### config.mk
export PLATFORM = sky130hd
export DESIGN_NAME = aurora_tx_framer_flat
export DESIGN_NICKNAME = d
export VERILOG_FILES = /design/src/rtl/aurora_tx_framer_if.sv /design/src/rtl/aurora_tx_framer.sv /design/src/flat_wrapper.sv
export SDC_FILE = /design/constraint.sdc
export NUM_CORES = 2
export LEC_CHECK = 0
export CORE_MARGIN = 5
export CORE_UTILIZATION = 39
export CTS_CLUSTER_SIZE = 12
export DETAILED_ROUTE_END_ITERATION = 10
export PLACE_DENSITY = 0.51
export SLEW_MARGIN = 0
export SYNTH_ARGS = -nofsm -noshare
export SYNTH_HDL_FRONTEND = slang
export SYNTH_SLANG_ARGS = --single-unit
### constraint.sdc
create_clock -name clk -period 13.8 [get_ports clk]
set_clock_uncertainty 0.05 [all_clocks]
set_input_delay 2.76 -clock clk [delete_from_list [all_inputs] [get_ports clk]]
set_output_delay 2.76 -clock clk [all_outputs]
set_load 0.05 [all_outputs]
### src/rtl/aurora_tx_framer_if.sv
// Purpose: AXI4-Stream style bundle (tdata/tvalid/tlast/tready) used on both sides of the TX framer.
// Latency: none; this is wiring only.
// Backpressure: tready travels from the slave to the master; the master holds tdata/tlast while tvalid && !tready.
// Ports (modports):
//   master - drives tdata, tvalid, tlast; samples tready
//   slave  - samples tdata, tvalid, tlast; drives tready
interface aurora_tx_framer_if #(
    parameter int DATA_W = 32
);
    logic [DATA_W-1:0] tdata;
    logic              tvalid;
    logic              tlast;
    logic              tready;

    modport master (
        output tdata,
        output tvalid,
        output tlast,
        input  tready
    );

    modport slave (
        input  tdata,
        input  tvalid,
        input  tlast,
        output tready
    );
endinterface

### src/rtl/aurora_tx_framer.sv
// Purpose: packs the matrix-multiplier result stream into Aurora TX frames (header, payload, trailer).
// Latency: the header is registered one cycle after the start condition; a frame takes FRAME_LEN+2 cycles at full rate.
// Backpressure: the output holds while tvalid && !tready; upstream stalls when the FIFO is full or during a link-loss flush.
// Ports:
//   clk, peripheral_aresetn - clock and async active-low reset
//   channel_up              - Aurora lane status; frames start only while it is high, and losing it aborts the frame
//   s_axis                  - result stream in (slave)
//   m_axis_tx, m_axis_tx_tkeep - frame stream out to the Aurora TX user port (master)
//   frame_cnt, abort_cnt    - completed-frame count (wraps) and aborted-frame count (saturates)
module aurora_tx_framer #(
    parameter int          DATA_W     = 32,
    parameter int          FRAME_LEN  = 16,
    parameter int          FIFO_DEPTH = 32,
    parameter logic [15:0] SYNC_WORD  = 16'hA5C3
) (
    input  logic                    clk,
    input  logic                    peripheral_aresetn,
    input  logic                    channel_up,
    aurora_tx_framer_if.slave       s_axis,
    aurora_tx_framer_if.master      m_axis_tx,
    output logic [3:0]              m_axis_tx_tkeep,
    output logic [15:0]             frame_cnt,
    output logic [7:0]              abort_cnt
);

    localparam int AW = $clog2(FIFO_DEPTH);
    localparam int CW = AW + 1;

    typedef enum logic [1:0] {
        ST_IDLE,
        ST_HDR,
        ST_PAY,
        ST_TRL
    } state_t;

    state_t state_q, state_d;

    // FIFO storage: each entry is {tlast, tdata}
    logic [DATA_W:0]   mem_q [FIFO_DEPTH];
    logic [AW-1:0]     wr_ptr_q, rd_ptr_q, rd_ptr_nxt;
    logic [CW-1:0]     count_q;
    logic [CW-1:0]     last_pend_q;     // entries in the FIFO that carry tlast

    logic [7:0]        seq_q;
    logic [15:0]       cks_q;
    logic [7:0]        len_q;
    logic [15:0]       frame_cnt_q;
    logic [7:0]        abort_cnt_q;
    logic              rdy_en_q;        // holds s_axis.tready low until the first edge after reset

    logic [DATA_W-1:0] tdata_q, tdata_d;
    logic              tvalid_q, tvalid_d;
    logic              tlast_q, tlast_d;

    logic              flush;
    logic              fifo_full;
    logic              push;
    logic              tx_hs;
    logic              pop;
    logic              trigger;
    logic [DATA_W-1:0] pay_word;
    logic              pay_last;
    logic [DATA_W-1:0] pay_word_nxt;
    logic [15:0]       cks_upd;
    logic [7:0]        len_upd;
    logic              pay_done;

    // ------------------------------------------------------------------
    // Datapath helpers
    // ------------------------------------------------------------------
    // Losing the lane outside IDLE beats any handshake in the same cycle.
    assign flush     = (state_q != ST_IDLE) && !channel_up;
    assign fifo_full = (count_q == CW'(FIFO_DEPTH));

    assign s_axis.tready = rdy_en_q && !fifo_full && !flush;
    assign push          = s_axis.tvalid && s_axis.tready;

    assign tx_hs = tvalid_q && m_axis_tx.tready && channel_up;
    assign pop   = (state_q == ST_PAY) && tx_hs;

    assign rd_ptr_nxt   = rd_ptr_q + 1'b1;
    assign pay_word     = mem_q[rd_ptr_q][DATA_W-1:0];
    assign pay_last     = mem_q[rd_ptr_q][DATA_W];
    // Output is registered, so the word after the head is preloaded when the head is accepted.
    // The start condition guarantees it is already in the FIFO.
    assign pay_word_nxt = mem_q[rd_ptr_nxt][DATA_W-1:0];

    assign cks_upd  = cks_q ^ pay_word[31:16] ^ pay_word[15:0];
    assign len_upd  = len_q + 8'd1;
    assign pay_done = pay_last || (len_upd == 8'(FRAME_LEN));

    assign trigger = channel_up && ((count_q >= CW'(FRAME_LEN)) || (last_pend_q != '0));

    // ------------------------------------------------------------------
    // FSM: state register (also holds the registered output stage)
    // ------------------------------------------------------------------
    always_ff @(posedge clk or negedge peripheral_aresetn) begin
        if (!peripheral_aresetn) begin
            state_q  <= ST_IDLE;
            tdata_q  <= '0;
            tvalid_q <= 1'b0;
            tlast_q  <= 1'b0;
        end else begin
            state_q  <= state_d;
            tdata_q  <= tdata_d;
            tvalid_q <= tvalid_d;
            tlast_q  <= tlast_d;
        end
    end

    // ------------------------------------------------------------------
    // FSM: next state
    // ------------------------------------------------------------------
    always_comb begin
        state_d = state_q;
        case (state_q)
            ST_IDLE: if (trigger)               state_d = ST_HDR;
            ST_HDR:  if (flush)                 state_d = ST_IDLE;
                     else if (tx_hs)            state_d = ST_PAY;
            ST_PAY:  if (flush)                 state_d = ST_IDLE;
                     else if (tx_hs && pay_done) state_d = ST_TRL;
            ST_TRL:  if (flush || tx_hs)        state_d = ST_IDLE;
            default:                            state_d = ST_IDLE;
        endcase
    end

    // ------------------------------------------------------------------
    // FSM: output stage; loads the word for the state being entered, holds on stall
    // ------------------------------------------------------------------
    always_comb begin
        tdata_d  = tdata_q;
        tvalid_d = tvalid_q;
        tlast_d  = tlast_q;
        if (flush) begin
            tdata_d  = '0;
            tvalid_d = 1'b0;
            tlast_d  = 1'b0;
        end else begin
            case (state_q)
                ST_IDLE: begin
                    if (trigger) begin
                        tdata_d  = {SYNC_WORD, seq_q, 8'h00};
                        tvalid_d = 1'b1;
                        tlast_d  = 1'b0;
                    end
                end
                ST_HDR: begin
                    if (tx_hs) begin
                        tdata_d = pay_word;
                        tlast_d = 1'b0;
                    end
                end
                ST_PAY: begin
                    if (tx_hs) begin
                        if (pay_done) begin
                            tdata_d = {len_upd, seq_q, cks_upd};
                            tlast_d = 1'b1;
                        end else begin
                            tdata_d = pay_word_nxt;
                            tlast_d = 1'b0;
                        end
                    end
                end
                ST_TRL: begin
                    if (tx_hs) begin
                        tdata_d  = '0;
                        tvalid_d = 1'b0;
                        tlast_d  = 1'b0;
                    end
                end
                default: begin
                    tdata_d  = '0;
                    tvalid_d = 1'b0;
                    tlast_d  = 1'b0;
                end
            endcase
        end
    end

    // ------------------------------------------------------------------
    // FIFO bookkeeping
    // ------------------------------------------------------------------
    always_ff @(posedge clk) begin
        if (push) begin
            mem_q[wr_ptr_q] <= {s_axis.tlast, s_axis.tdata};
        end
    end

    always_ff @(posedge clk or negedge peripheral_aresetn) begin
        if (!peripheral_aresetn) begin
            wr_ptr_q    <= '0;
            rd_ptr_q    <= '0;
            count_q     <= '0;
            last_pend_q <= '0;
            rdy_en_q    <= 1'b0;
        end else begin
            rdy_en_q <= 1'b1;
            if (flush) begin
                wr_ptr_q    <= '0;
                rd_ptr_q    <= '0;
                count_q     <= '0;
                last_pend_q <= '0;
            end else begin
                if (push) wr_ptr_q <= wr_ptr_q + 1'b1;
                if (pop)  rd_ptr_q <= rd_ptr_nxt;
                count_q     <= count_q + CW'(push) - CW'(pop);
                last_pend_q <= last_pend_q + CW'(push & s_axis.tlast) - CW'(pop & pay_last);
            end
        end
    end

    // ------------------------------------------------------------------
    // Frame accounting: checksum, length, sequence, counters
    // ------------------------------------------------------------------
    always_ff @(posedge clk or negedge peripheral_aresetn) begin
        if (!peripheral_aresetn) begin
            seq_q       <= '0;
            cks_q       <= '0;
            len_q       <= '0;
            frame_cnt_q <= '0;
            abort_cnt_q <= '0;
        end else begin
            if ((state_q == ST_IDLE) && trigger) begin
                cks_q <= '0;
                len_q <= '0;
            end
            if (pop) begin
                cks_q <= cks_upd;
                len_q <= len_upd;
            end
            if ((state_q == ST_TRL) && tx_hs) begin
                seq_q       <= seq_q + 8'd1;
                frame_cnt_q <= frame_cnt_q + 16'd1;
            end
            if (flush && (abort_cnt_q != 8'hFF)) begin
                abort_cnt_q <= abort_cnt_q + 8'd1;
            end
        end
    end

    assign m_axis_tx.tdata  = tdata_q;
    assign m_axis_tx.tvalid = tvalid_q;
    assign m_axis_tx.tlast  = tlast_q;
    assign m_axis_tx_tkeep  = 4'hF;
    assign frame_cnt        = frame_cnt_q;
    assign abort_cnt        = abort_cnt_q;

endmodule

### src/flat_wrapper.sv
// flat-port wrapper written by rule: the top's interface ports become plain ports
module aurora_tx_framer_flat 
#(
    parameter int          DATA_W     = 32,
    parameter int          FRAME_LEN  = 16,
    parameter int          FIFO_DEPTH = 32,
    parameter logic [15:0] SYNC_WORD  = 16'hA5C3
)
  (clk, peripheral_aresetn, channel_up, m_axis_tx_tkeep, frame_cnt, abort_cnt, s_axis_tdata, s_axis_tvalid, s_axis_tlast, s_axis_tready, m_axis_tx_tdata, m_axis_tx_tvalid, m_axis_tx_tlast, m_axis_tx_tready);
  aurora_tx_framer_if #(.DATA_W(DATA_W)) s_axis_i ();
  aurora_tx_framer_if #(.DATA_W(DATA_W)) m_axis_tx_i ();
  input  logic clk;
  input  logic peripheral_aresetn;
  input  logic channel_up;
  output logic [3:0] m_axis_tx_tkeep;
  output logic [15:0] frame_cnt;
  output logic [7:0] abort_cnt;
  input wire logic [$bits(s_axis_i.tdata)-1:0] s_axis_tdata;
  input wire logic [$bits(s_axis_i.tvalid)-1:0] s_axis_tvalid;
  input wire logic [$bits(s_axis_i.tlast)-1:0] s_axis_tlast;
  output wire logic [$bits(s_axis_i.tready)-1:0] s_axis_tready;
  output wire logic [$bits(m_axis_tx_i.tdata)-1:0] m_axis_tx_tdata;
  output wire logic [$bits(m_axis_tx_i.tvalid)-1:0] m_axis_tx_tvalid;
  output wire logic [$bits(m_axis_tx_i.tlast)-1:0] m_axis_tx_tlast;
  input wire logic [$bits(m_axis_tx_i.tready)-1:0] m_axis_tx_tready;
  assign s_axis_i.tdata = s_axis_tdata;
  assign s_axis_i.tvalid = s_axis_tvalid;
  assign s_axis_i.tlast = s_axis_tlast;
  assign s_axis_tready = s_axis_i.tready;
  assign m_axis_tx_tdata = m_axis_tx_i.tdata;
  assign m_axis_tx_tvalid = m_axis_tx_i.tvalid;
  assign m_axis_tx_tlast = m_axis_tx_i.tlast;
  assign m_axis_tx_i.tready = m_axis_tx_tready;
  aurora_tx_framer #(.DATA_W(DATA_W), .FRAME_LEN(FRAME_LEN), .FIFO_DEPTH(FIFO_DEPTH), .SYNC_WORD(SYNC_WORD)) u_core (.clk(clk), .peripheral_aresetn(peripheral_aresetn), .channel_up(channel_up), .s_axis(s_axis_i), .m_axis_tx(m_axis_tx_i), .m_axis_tx_tkeep(m_axis_tx_tkeep), .frame_cnt(frame_cnt), .abort_cnt(abort_cnt));
endmodule
== Word level (Yosys, flattened, before mapping) ==
Memory sizes are Yosys's and may differ from the RTL's.
Index checks and enable logic that the tools add are counted.
Word-level totals
  flip-flop bits (word level): 115
  memory bits (writable): 1056
  bits of input ports: 38
  output and inout bits: 63
  word-level logic and storage cells: 109
  memories kept: 1
Memories
  u_core.mem_q: words 32, bits a word 33, rd ports 2, clocked after memory_dff 0, wr ports 1, RTL line aurora_tx_framer.sv:39  | logic [DATA_W:0] mem_q [FIFO_DEPTH];
Cells by class
  $add $sub $neg: 10
  magnitude comparators: 1
  equality and inequality tests: 14
  mux-type cells: 35
  bitwise operators: 4
  reduce and logical (&&, ||, !) cells: 30
Operator list (number)
  $mux 32: 6
  $pmux 32 s4: 1
  $mux 16: 2
  $xor 16x16->16: 2
  $add 8x1->8 const B: 3
  $mux 5: 4
  $add 16x1->16 const B: 1
  $mux 8: 2
  $ne 3x1->1 const B: 5
  $logic_and 1x1->1: 12
  $mux 2: 6
  $mux 6: 2
  $add 5x1->5 const B: 2
  $mux 1: 9
  $eq 8x5->1 const B: 1
  $ne 8x8->1 const B: 1
  $pmux 2 s4: 1
  $reduce_and 4->1: 2
  $reduce_bool 2->1: 4
  $add 6x1->6: 1
  $add 6x6->6: 1
  $eq 6x6->1 const B: 1
  $ge 6x5->1 const B: 1
  $reduce_and 3->1: 2
  15 further kinds: 22

== Logic depth before layout (Yosys ltp) ==
  word-level depth: 9
  gate-level depth with buffers: 18
  depth with buffers taken out: 15

== Least setup slack after synthesis ==
No wires, ideal clock.
  path kind: input to register
  from: input channel_up
  to: memory u_core.mem_q[23][0] in the netlist's numbering (enable)
  library setup time: 0.471 ns
  arrival time: 7.219 ns
  required time: 13.279 ns
  slack: 6.060 ns
  stages: 8
  buffers on the path: 2
  path through: or2_2 > clkbuf_1 > nand2_1 > a41oi_1 > and2_1 > clkbuf_1 > nand3_1 > nor3b_1
Between the ends
  word-level cells in the longest chain between the ends: 7
Ends and longest elaborated chain
  start, declared: RTL line flat_wrapper.sv:14  | input logic channel_up;
  $logic_not 1->1: RTL line aurora_tx_framer.sv:72  | assign flush = (state_q != ST_IDLE) && !channel_up;
  $logic_and 1x1->1: RTL line aurora_tx_framer.sv:72
  $logic_not 1->1: RTL line aurora_tx_framer.sv:75  | assign s_axis.tready = rdy_en_q && !fifo_full && !flush;
  $logic_and 1x1->1: RTL line aurora_tx_framer.sv:75
  named net s_axis_tready: RTL line flat_wrapper.sv:21  | output wire logic [$bits(s_axis_i.tready)-1:0] s_axis_tready;
  $logic_and 1x1->1: RTL line aurora_tx_framer.sv:76  | assign push = s_axis.tvalid && s_axis.tready;
  $mux 1: RTL line aurora_tx_framer.sv:184  | if (push) begin
  $mux 1 (not written as such): RTL line aurora_tx_framer.sv:185  | mem_q[wr_ptr_q] <= {s_axis.tlast, s_axis.tdata};
  end, declared: RTL line aurora_tx_framer.sv:39
The timed path passes the listed nets, and every way through them passes these cells.

== Final worst setup path ==
  from: input channel_up
  to: output s_axis_tready
Between the ends
  word-level cells in the longest chain between the ends: 4
Ends and longest elaborated chain (RTL line)
  $logic_not 1->1: aurora_tx_framer.sv:72
  $logic_and 1x1->1: aurora_tx_framer.sv:72
  $logic_not 1->1: aurora_tx_framer.sv:75
  $logic_and 1x1->1: aurora_tx_framer.sv:75
  end, declared: flat_wrapper.sv:21
Every way passes these cells.

==> flow_summary.toml <==
[run_status]
status = "complete, no violations"

[setup_path]
crit_path_max_fanout = 18
worstPathArrival_ns = 5.06
reg2reg_depth = 10
start_kind = "input pin"
timing.rr.start = "u_core.rd_ptr_q[0]"
end_kind = "primary output"
worstSetupPathType = "input pin to primary output"
regToRegSetupSlack_ns = 8.25
r2r-end = "u_core.m_axis_tx.tdata[14]"
cp.required_ns = 10.99

[grt]
grt_pass1_vias = 31300
grt_pass1_wl_um = 240000
antenna_found_initial = 11
grt_max_degree = 135
gr-usage-all-layers_pct = 23.0
grt_overflow = 0

[timing]
rsz0062_at_grt = "no"
slew_headroom_pct = 14.3
tns_ns = 0
finalCritPeriodShare_pct = 57.0
period_needed_ns = 7.87
tightest_slew_ns = 1.28
clock.fmax_mhz = 127
final-hold-violation-count = 0
whs_ns = 0.435
finalSetupViolCount = 0
slew_viol_final = 0

[pwr]
power_density_nw_per_um2 = 153
intPower_mw = 6.78
comb_power_share_pct = 20.7
power_switching_mw = 2.74
pwr-share-clk_pct = 36.2
seq_power_share_pct = 43.1
swShare_pct = 28.8
ir_worst_vdd_v = 0.000113
leakage_nw = 19.3

[clocking]
post_cts.repair.setup_buffers = 0
cts.clk_slew.worst_paths_ns = 0.06
cts.sinks = 1171
cts_resized = 0
cts_root_buf = "clkbuf_16"
htree_levels = 4
cts_tree = "done"
clkLatencyLatePin_ns = 0.78
cts_hold_buf = 0
cts_made_buffers = 134
clk_path_buf_depth = 3

[floorplan]
fp.coreArea_um2 = 140000
die_h_um = 385
die_area_um2 = 148000
rows = 137
boundaryPins = 101
die_w_um = 385
initial_core_util_pct = 39.3

[yosys]
synth_seq_cells = 1171
netlist_instances = 2859
synth_area_leader_cell = "edfxtp_1"
async_flop_share_pct = 9.82
netlist_area_um2 = 54800
synthTopCellsByArea = "edfxtp_1 58%, mux4_2 23%, dfrtp_1 5.3%, mux2i_1 2.8%, nand2_1 0.74%"
synth_top_area_share_pct = 57.9
synth_warnings = 0
synth_seq_area_share_pct = 63.1
syn_avg_cell_area_um2 = 19.2
synthDistinctLibCells = 68
synth_enable_flop_cells = 1056
yosys_most_used_dff = "edfxtp_1"

[placed_design]
dp_hpwl_um = 103000
gp_congestion = 0.817
io_buffer_count = 96

[worst_hold_path]
hp-class = "flip-flop to flip-flop"
hold_start = "u_core.frame_cnt[15]"
whs_path_depth = 1
min_to = "u_core.frame_cnt[15]"

[detailed_routing]
highest_layer = "met5"
vias = 30700
wl_met1_um = 71300
dr.pass1.iters = 5
wl_met3_um = 14000
wl_um = 170000
drt.antenna.violating_nets = 0
avgViaCountPerCell = 6.19
wl_met2_um = 79900
drt_iter0_drc = 3233
route.detailed.drc = 0
wire_per_inst_um = 34.2

[run]
maxCapViolCount = 0

[finish]
drive_gt1_share_pct = 29.5
synthToLayoutAreaGrowth_pct = 13.6
final_common_cell = "edfxtp_1"
antenna_cells = 0
final_net_count = 3048
final_cell_mix = "1056 x edfxtp_1, 560 x mux4_2, 155 x mux2i_1"
## critical path, cell delays in order
cell and delay (ns):
clkdlybuf4s50_1 0.59, or2_2 0.43, nand2_1 0.12, a41oi_1 0.28, clkdlybuf4s50_1 0.87
## metrics by stage
| stage | util (%) | total power, mW | cell area, µm² | instances | setup WS, ns |
|---|---|---|---|---|---|
| 2_1_floorplan | - | 5.45 | 54800 | 2863 | 6.06 |
| 3_3_place_gp | 41.6 | 6.12 | 58100 | 4718 | 6.00 |
| 3_5_place_dp | 41.6 | 6.15 | 58100 | 4718 | 5.91 |
| 4_1_cts | 44.6 | 9.60 | 62200 | 4958 | 5.92 |
| 5_1_grt | 44.6 | 9.88 | 62200 | 4958 | 5.81 |
| 6_report | 44.6 | 9.52 | 62200 | 4958 | 5.93 |
## sequential cells by signal, indices dropped and copies added (netlist names)
signal and cells:
u_core.count_q 6, u_core.m_axis_tx.tlast 1, u_core.m_axis_tx.tvalid 1, u_core.seq_q 8, u_core.state_q 2, u_core.m_axis_tx.tdata 32, u_core.wr_ptr_q 5, u_core.abort_cnt 8
u_core.rd_ptr_q 5, u_core.cks_q 16, u_core.frame_cnt 16, u_core.rdy_en_q 1, u_core.last_pend_q 6, u_core.len_q 8, u_core.mem_q 1056
## cell usage after synthesis (11+ instances only)
master / count
nand2_1: 108
and3_1: 12
mux2_2: 17
a221oi_1: 18
buf_6: 12
mux4_2: 560
o21ai_1: 15
buf_2: 75
clkbuf_1: 72
a21oi_1: 43
a22oi_1: 49
ha_1: 30
a21o_1: 16
a31oi_1: 11
nor2_1: 102
nand3_1: 38
o21ai_0: 58
nand4_1: 11
buf_4: 29
o221ai_1: 19
edfxtp_1: 1056
inv_1: 35
and2_1: 13
dfrtp_1: 115
xnor2_1: 43
xor2_1: 39
mux2i_1: 155
## layer usage
metal,track usage (%),up-vias
met2,36.3,1415
met1,32.2,16700
met5,0,-
met3,5.69,233
li1,-,12300
met4,6.31,8
## power by group through the flow
stage,logic (mW),registers [mW],clock network [mW]
final,1.97,4.10,3.44
after global routing,2.11,4.11,3.66
after CTS,1.99,4.10,3.51
after detailed placement,1.98,4.17,0
after global placement,1.96,4.16,0
after floorplan,1.15,4.30,0
## area by class of cell
| type | instances | area, µm² |
|---|---|---|
| clock buffers | 177 | 3660 |
| clock inverters | 63 | 531 |
| fillers | 11900 | 77300 |
| inverters | 36 | 135 |
| multi-input cells | 1453 | 19300 |
| flip-flops and latches | 1171 | 34600 |
| well taps | 1876 | 2350 |
| repair buffers | 182 | 1670 |
## cell families after synthesis
family	share of synthesized area, %
DFF	63.1
muxes	26.3
and+or+nand+nor	2.61
AOI/OAI and AO/OA	3.56
buffers and inverters	2.27
xor gates and xnor gates	1.34
adders and majority gates	0.758
other	0.00685
## worst max-delay path by stage
stage | start | endpoint | cells past startpoint
global placement | channel_up | s_axis_tready | 5
finish | channel_up | s_axis_tready | 5
CTS | channel_up | s_axis_tready | 5
global route | channel_up | s_axis_tready | 5
detailed placement | channel_up | s_axis_tready | 5
floorplan | channel_up | u_core.mem_q[23][0] | 8
Note: power is estimated with default switching activity, not from simulation.
